===== src/rtl/ff_pkg.sv =====
// rtl/ff_pkg.sv - shared states, constants and averaging helper for the analog stick ADC
package ff_pkg;

  typedef enum logic [1:0] {
    IDLE    = 2'd0,
    SAMPLE  = 2'd1,
    CONVERT = 2'd2,
    DONE    = 2'd3
  } adc_state_t;

  localparam int         ADC_NCH    = 4;
  localparam logic [7:0] ADC_UNUSED = 8'hFF;
  localparam logic [7:0] ADC_CENTRE = 8'h80;

  // Rounded mean of two levels; the 9-bit sum keeps the carry before the shift.
  function automatic logic [7:0] adc_avg(input logic [7:0] a, input logic [7:0] b);
    logic [8:0] sum;
    sum = {1'b0, a} + {1'b0, b} + 9'd1;
    return sum[8:1];
  endfunction

endpackage


===== src/rtl/adc_ce_div.sv =====
// rtl/adc_ce_div.sv - free-running MCLK divider producing a one-cycle converter TICK
module adc_ce_div
  import ff_pkg::*;
#(
  parameter int CLK_DIV = 75
) (
  input  logic MCLK,
  input  logic RESET,
  output logic TICK
);

  localparam int CW = (CLK_DIV > 1) ? $clog2(CLK_DIV) : 1;

  logic [CW-1:0] cnt_q, cnt_d;
  logic          tick_q, tick_d;
  logic          wrap;

  // Next count and tick: TICK is high in the cycle where the count sits at 0.
  always_comb begin
    wrap   = (cnt_q == CW'(CLK_DIV - 1));
    cnt_d  = wrap ? '0 : cnt_q + CW'(1);
    tick_d = wrap;
  end

  // Divider state registers.
  always_ff @(posedge MCLK or posedge RESET) begin
    if (RESET) begin
      cnt_q  <= '0;
      tick_q <= 1'b0;
    end else begin
      cnt_q  <= cnt_d;
      tick_q <= tick_d;
    end
  end

  assign TICK = tick_q;

endmodule


===== src/rtl/analog_adc.sv =====
// rtl/analog_adc.sv - four-channel stick ADC model; ANALOG_ADC_FILTER_EN adds a 2-tap per-channel filter
module analog_adc
  import ff_pkg::*;
#(
  parameter int CLK_DIV    = 75,
  parameter int CONV_TICKS = 64
) (
  input  logic       MCLK,
  input  logic       RESET,
  input  logic [7:0] AX0,
  input  logic [7:0] AY0,
  input  logic [7:0] AX1,
  input  logic [7:0] AY1,
  input  logic [2:0] CH,
  input  logic       START,
  input  logic       RD,
  output logic [7:0] DOUT,
  output logic       EOC,
  output logic       BUSY
);

  localparam int TW = (CONV_TICKS > 1) ? $clog2(CONV_TICKS) : 1;

  logic          tick;
  adc_state_t    state_q, state_d;
  logic [2:0]    ch_q, ch_d;
  logic [7:0]    sample_q, sample_d;
  logic [TW-1:0] conv_cnt_q, conv_cnt_d;
  logic [7:0]    dout_q, dout_d;
  logic          eoc_q, eoc_d;
  logic          busy_q, busy_d;
  logic [7:0]    level;
  logic [7:0]    result;

  adc_ce_div #(.CLK_DIV(CLK_DIV)) u_div (
    .MCLK  (MCLK),
    .RESET (RESET),
    .TICK  (tick)
  );

  // Input selected by the latched channel; unpopulated channels read full scale.
  always_comb begin
    case (ch_q)
      3'd0:    level = AX0;
      3'd1:    level = AY0;
      3'd2:    level = AX1;
      3'd3:    level = AY1;
      default: level = ADC_UNUSED;
    endcase
  end

`ifdef ANALOG_ADC_FILTER_EN
  logic [7:0] hist_q [ADC_NCH];

  // Filtered result: average of the previous sample of this channel and the new one.
  always_comb begin
    result = ch_q[2] ? sample_q : adc_avg(hist_q[ch_q[1:0]], sample_q);
  end

  // History takes the new sample on the cycle EOC rises; aborted conversions leave it alone.
  always_ff @(posedge MCLK or posedge RESET) begin
    if (RESET) begin
      for (int i = 0; i < ADC_NCH; i++) hist_q[i] <= ADC_CENTRE;
    end else if (eoc_d && !eoc_q && !ch_q[2]) begin
      hist_q[ch_q[1:0]] <= sample_q;
    end
  end
`else
  assign result = sample_q;
`endif

  // Conversion sequencing: START always restarts, otherwise advance on TICK.
  always_comb begin
    state_d    = state_q;
    ch_d       = ch_q;
    sample_d   = sample_q;
    conv_cnt_d = conv_cnt_q;
    dout_d     = dout_q;
    eoc_d      = eoc_q;
    if (START) begin
      state_d    = SAMPLE;
      ch_d       = CH;
      eoc_d      = 1'b0;
      conv_cnt_d = '0;
    end else begin
      case (state_q)
        IDLE: ;
        SAMPLE: begin
          if (tick) begin
            sample_d   = level;
            conv_cnt_d = '0;
            state_d    = CONVERT;
          end
        end
        CONVERT: begin
          if (tick) begin
            if (conv_cnt_q == TW'(CONV_TICKS - 1)) begin
              dout_d  = result;
              eoc_d   = 1'b1;
              state_d = DONE;
            end else begin
              conv_cnt_d = conv_cnt_q + TW'(1);
            end
          end
        end
        DONE: begin
          if (RD) begin
            eoc_d   = 1'b0;
            state_d = IDLE;
          end
        end
        default: state_d = IDLE;
      endcase
    end
    busy_d = (state_d == SAMPLE) || (state_d == CONVERT);
  end

  // State machine and registered outputs.
  always_ff @(posedge MCLK or posedge RESET) begin
    if (RESET) begin
      state_q    <= IDLE;
      ch_q       <= 3'd0;
      sample_q   <= 8'h00;
      conv_cnt_q <= '0;
      dout_q     <= 8'h00;
      eoc_q      <= 1'b0;
      busy_q     <= 1'b0;
    end else begin
      state_q    <= state_d;
      ch_q       <= ch_d;
      sample_q   <= sample_d;
      conv_cnt_q <= conv_cnt_d;
      dout_q     <= dout_d;
      eoc_q      <= eoc_d;
      busy_q     <= busy_d;
    end
  end

  assign DOUT = dout_q;
  assign EOC  = eoc_q;
  assign BUSY = busy_q;

endmodule


===== config.mk =====
export PLATFORM = sky130hd
export DESIGN_NAME = analog_adc
export DESIGN_NICKNAME = d
export VERILOG_FILES = /design/src/rtl/ff_pkg.sv /design/src/rtl/adc_ce_div.sv /design/src/rtl/analog_adc.sv
export SDC_FILE = /design/constraint.sdc
export NUM_CORES = 1
export LEC_CHECK = 0
export BUFFER_PORTS_ARGS = -buffer_cell sky130_fd_sc_hd__buf_4
export CAP_MARGIN = 30
export CORE_MARGIN = 2
export CORE_UTILIZATION = 52
export CTS_CLUSTER_DIAMETER = 40
export DETAILED_ROUTE_END_ITERATION = 8
export PLACE_DENSITY = 0.79
export SYNTH_ARGS = -nofsm -noshare
export SYNTH_HDL_FRONTEND = slang
export SYNTH_SLANG_ARGS = --single-unit

===== constraint.sdc =====
create_clock -name MCLK -period 2.3 [get_ports MCLK]
set_clock_uncertainty 0.15 [all_clocks]
set_input_delay 0.46 -clock MCLK [delete_from_list [all_inputs] [get_ports MCLK]]
set_output_delay 0.46 -clock MCLK [all_outputs]
set_load 0.01 [all_outputs]

==> metrics.cfg, run 1 <==
[pwr]
power_density_nw_per_um2=536
p_leak_nw=1.14
worst_ir_drop_vdd_v=0.000320

[place]
io_buffers=48
hpwl_um=3120
pre_cts_ws_ns=0.0572
finalWeightedCongestion=1.00

[global_route]
antenna_found_initial=0
grt_pass1_vias=1542
grt_first_pass_wirelength_um=7330
track_usage=0.236
grt_max_degree=38
grt_remaining_overflow=0

[synth]
yosysWarningCount=0
ys_seq_area_frac=0.483
ys_async_sr_fraction=1.00
synthFlopType=dfrtp_1
synth_cell_type_count=43
synth_edf_count=0
syn_avg_cell_area_um2=11.4
synthCells=168
netlist_area_um2=1920
synth_nets=210
ys_ff_latch=37

[finish]
antenna_cells=0
syn2layout_area_growth_pct=24.9
layout_commonest_cell=buf_4
final_cell_mix=buf_4 (51), dfrtp_1 (37), nor2_1 (28), a21oi_1 (12)
drive_gt1_frac=0.389
multi_input_area_um2=911
regArea_um2=926
nNetsFinal=258
fill_cells=287

[timing]
fmax_ghz=0.457
setup_viol=0
slew_headroom=0.594
tightest_slew_ns=0.604
period_share=0.952
tns_ns=0
whs_ns=0.115
slew_viol_final=0
setup_ws_ns=0.111
rsz0062_at_grt=false
finalHoldViolations=0
fin_crit_ns=2.19

[worst_setup_path]
r2r-end=DOUT[4]
crit_path_max_fanout=8
r2r-start=conv_cnt_q[1]
crit_path_start_kind=register
critPathLaunch=conv_cnt_q[1]
critPathKind=register to register
cp-endpoint=DOUT[4]
cp.arrival_ns=2.22
endpoint_kind=register
r2r_slack_ns=0.11
crit_required_ns=2.33
r2r_cells=5

[floorplan]
die_x_um=64.7
core_um2=3610
io_pins=49
rows=22
start_util=0.532
chipHeight_um=64.7
dieArea_um2=4190

[routing]
route.detailed.drc=0
drt_iter0_drc=102
via_per_inst=5.63
drt_wl_total_um=4270
ant_nets=0
vias=1487
dr.pass1.iters=4
wl_per_cell_um=16.2

[outcome]
status=complete, no violations

[hold_path]
holdCritPathClass=input port to async pin

[clocking]
cts.sinks=37
cts_tree=done
htreeDepth=2
clkTransAtPathRegs_ns=0.07
cts_setup_buffers=0
cts_root_buf=clkbuf_8
cts_buffers=5
cts_buffer_depth=2
clock_latency_ns=0.29

[run]
drv_cap=0

[per-layer routing]
layer | share of wire | vias up | track usage
li1 | - | 698 | -
met1 | 0.41 | 721 | 0.287
met2 | 0.51 | 54 | 0.378
met3 | 0.060 | 14 | 0.0712
met4 | 0.024 | 0 | 0.128
met5 | 0 | - | 0
[what timing repair did]
| item | 4_1_cts | 5_1_grt |
|---|---|---|
| hold buffers | 0 | 0 |
| setup endpoints to repair | 1 | 0 |
| gates resized for setup | 1 | 0 |
[state kept, by name (all words and copies together) (netlist names)]
name	flops
BUSY	1
DOUT	8
EOC	1
ch_q	3
conv_cnt_q	6
result	8
state_q	2
u_div.TICK	1
u_div.cnt_q	7
[worst max-delay path, cell delays in order, from the launching register on]
cell	delay, ns
dfrtp_1	0.44
ha_1	0.30
and4_4	0.31
nand2_4	0.07
or3_4	0.47
mux2_4	0.33
[power by group]
| part | leakage, nW | internal (mW) | switching (mW) |
|---|---|---|---|
| sequential | 0.472 | 0.664 | 0.0226 |
| combinational | 0.623 | 0.0884 | 0.0459 |
| clock | 0.0433 | 0.237 | 0.225 |
[final cells by class]
cell class,count,share of cell area
clock inverters,1,0.00313
well taps,48,0.0251
flip-flops and latches,37,0.386
repair buffers,51,0.160
inverters,7,0.0110
clock buffers,6,0.0345
multi-input cells,114,0.380
[worst min-delay path by stage]
stage                    from        endpoint  slack (ns)  depth (start not counted)
6_report                RESET   conv_cnt_q[1]        0.12                          3
5_1_grt                 RESET   conv_cnt_q[3]        0.16                          3
4_1_cts                 RESET   conv_cnt_q[1]        0.13                          3
3_5_place_dp   u_div.cnt_q[5]  u_div.cnt_q[5]        0.34                          1
3_3_place_gp   u_div.cnt_q[5]  u_div.cnt_q[5]        0.33                          1
2_1_floorplan  u_div.cnt_q[0]  u_div.cnt_q[0]        0.32                          1
[synthesized netlist by cell type, types with 2 or more instances]
cell type	number	area, um^2
mux2_2	3	33.8
nor3_1	3	15.0
dfrtp_1	37	926
nand4_1	3	18.8
ha_1	3	37.5
nand3_1	4	20.0
inv_1	7	26.3
xnor2_1	6	52.6
mux4_2	8	180
mux2_4	8	120
o21ai_0	2	10.0
nand2_1	5	18.8
nor2_1	28	105
a311oi_1	3	26.3
a31oi_1	3	18.8
clkbuf_1	6	22.5
or3_1	2	12.5
a21oi_1	12	60.1
[logic make-up after synthesis]
logic type	share of synthesized area
DFF	0.483
buffers and inverters	0.0450
xor gates and xnor gates	0.0320
and+or+nand+nor	0.146
muxes	0.179
AOI/OAI and AO/OA	0.0953
adders and majority gates	0.0196
[per-stage QoR]
step / cells / utilization / total power, mW / area [um^2]
6_report: 264 / 0.664 / 1.28 / 2400
5_1_grt: 264 / 0.664 / 1.35 / 2400
4_1_cts: 264 / 0.664 / 1.30 / 2400
3_5_place_dp: 257 / 0.638 / 0.835 / 2300
3_3_place_gp: 257 / 0.638 / 0.831 / 2300
2_1_floorplan: 168 / - / 0.769 / 1920
No activity file was read; power rests on OpenSTA's default activity.
==> run 2: changes to the inputs <==
==> constraint.sdc (replaced) <==
create_clock -name MCLK -period 2.2 [get_ports MCLK]
set_clock_uncertainty 0.15 [all_clocks]
set_input_delay 0.44 -clock MCLK [delete_from_list [all_inputs] [get_ports MCLK]]
set_output_delay 0.44 -clock MCLK [all_outputs]
set_load 0.01 [all_outputs]
==> metrics.cfg, run 2 (synthesis gave the netlist of run 1 again) <==
[worst_setup_path]
critPathKind=register to register
crit_path_max_fanout=8  ; unchanged
crit_required_ns=2.22  ; -0.11 ns
cp.arrival_ns=2.03  ; -0.19 ns
endpoint_kind=register
crit_path_start_kind=register

[timing]
rsz0062_at_grt=false
fin_crit_ns=2.02  ; -0.172 ns
fmax_ghz=0.496  ; +8.5%
period_share=0.917  ; -0.0347
slew_viol_final=0  ; unchanged
tightest_slew_ns=0.632  ; +0.0281 ns
finalHoldViolations=0  ; unchanged
tns_ns=0  ; unchanged
setup_viol=0  ; unchanged
slew_headroom=0.575  ; -0.0189

[floorplan]
chipHeight_um=64.7  ; unchanged
core_um2=3610  ; unchanged
die_x_um=64.7  ; unchanged
start_util=0.532  ; unchanged
io_pins=49  ; unchanged
dieArea_um2=4190  ; unchanged
rows=22  ; unchanged

[outcome]
status=complete, no violations

[routing]
ant_nets=0  ; unchanged
wl_per_cell_um=15.5  ; -4.4%
via_per_inst=5.59  ; -0.79%
vias=1492  ; +0.34%
route.detailed.drc=0  ; unchanged
drt_wl_total_um=4130  ; -3.3%
drt_iter0_drc=114  ; +12%
dr.pass1.iters=4  ; unchanged

[global_route]
track_usage=0.227  ; -0.00967
grt_pass1_vias=1524  ; -1.2%
grt_remaining_overflow=0  ; unchanged
grt_first_pass_wirelength_um=7270  ; -0.75%
grt_max_degree=38  ; unchanged
antenna_found_initial=0  ; unchanged

[clocking]
cts_root_buf=clkbuf_8
clkTransAtPathRegs_ns=0.07  ; about the same
clock_latency_ns=0.28  ; about the same
cts_tree=done
cts_buffer_depth=2  ; unchanged
cts.sinks=37  ; unchanged
cts_buffers=5  ; unchanged
htreeDepth=2  ; unchanged

[pwr]
p_leak_nw=1.15  ; +0.99%
worst_ir_drop_vdd_v=0.000280  ; -12%
power_density_nw_per_um2=541  ; +0.95%

[finish]
stdcell_count=267  ; +1.1%
drive_gt1_frac=0.393  ; +0.00381
nNetsFinal=260  ; +0.78%
utilization=0.667  ; +0.00208
fill_cells=274  ; -4.5%
syn2layout_area_growth_pct=25.3
antenna_cells=0  ; unchanged
final_cell_mix=buf_4 (53), dfrtp_1 (37), nor2_1 (28), a21oi_1 (12)
layout_commonest_cell=buf_4

[place]
hpwl_um=3240  ; +4.0%
io_buffers=48  ; unchanged
dp_cells=259  ; +0.78%
finalWeightedCongestion=1.04  ; +3.5%

[run]
drv_cap=0  ; unchanged

[hold_path]
holdCritPathClass=input port to async pin

run 2: cell types whose count changed in the layout (fill, tap and decap cells not counted):
cell,before,now
clkbuf_8,6,5
clkbuf_1,0,1
buf_4,51,53
clkinv_2,0,2
clkinvlp_4,1,0
run 2: stage by stage:
step | hold slack (ns) | area [um^2] | setup slack (ns) | total power, mW
finish | 0.111 | 2400 | 0.183 | 1.30
floorplan | 0.317 | 1920 | 0.225 | 0.804
detailed placement | 0.342 | 2320 | 0.0350 | 0.873
global route | 0.151 | 2400 | 0.110 | 1.37
CTS | 0.119 | 2400 | 0.0247 | 1.32
global placement | 0.333 | 2320 | 0.111 | 0.868
run 2: worst paths after layout:
check | slack [ns] | to | cells after the start | from
setup / recovery | 0.18 | DOUT[2] | 5 | conv_cnt_q[0]
hold / removal | 0.11 | conv_cnt_q[1] | 3 | RESET
setup reg to reg | 0.18 | DOUT[2] | 5 | conv_cnt_q[0]
hold reg to reg | 0.36 | u_div.cnt_q[5] | 1 | u_div.cnt_q[5]
max in group asynchronous | 1.47 | BUSY | 3 | RESET
min in group MCLK | 0.23 | EOC | 2 | RD
run 2: metal layers:
layer | global-route usage | share of wire | vias up
met5 | 0 | 0 | -
met4 | 0.0984 | 0.027 | 0
met3 | 0.0573 | 0.051 | 12
met2 | 0.367 | 0.50 | 59
met1 | 0.288 | 0.42 | 710
li1 | - | - | 711
run 2: cell type report:
type,count,area (um^2),share of cell area
clock buffers,6,72.6,0.0302
clock inverters,2,10.0,0.00416
inverters,7,26.3,0.0109
multi-input cells,114,911,0.379
flip-flops and latches,37,926,0.385
well taps,48,60.1,0.0250
repair buffers,53,398,0.166
run 2: where the power goes:
group	internal [mW]	leakage [nW]	switching [mW]	total (mW)
registers	0.695	0.472	0.0230	0.718
clock network	0.219	0.0450	0.221	0.440
logic	0.0924	0.632	0.0489	0.141
total	1.01	1.15	0.293	1.30
run 2: critical path: stages (launching register included):
cell and delay, ns:
dfrtp_1 0.42, ha_1 0.20, and4_4 0.27, nand2_4 0.07, or3_4 0.47, mux2_4 0.32
run 2: timing repair:
item	4_1_cts	5_1_grt
setup endpoints to repair	0	8
buffers inserted	0	0
hold buffers	0	0
resized for setup	0	1
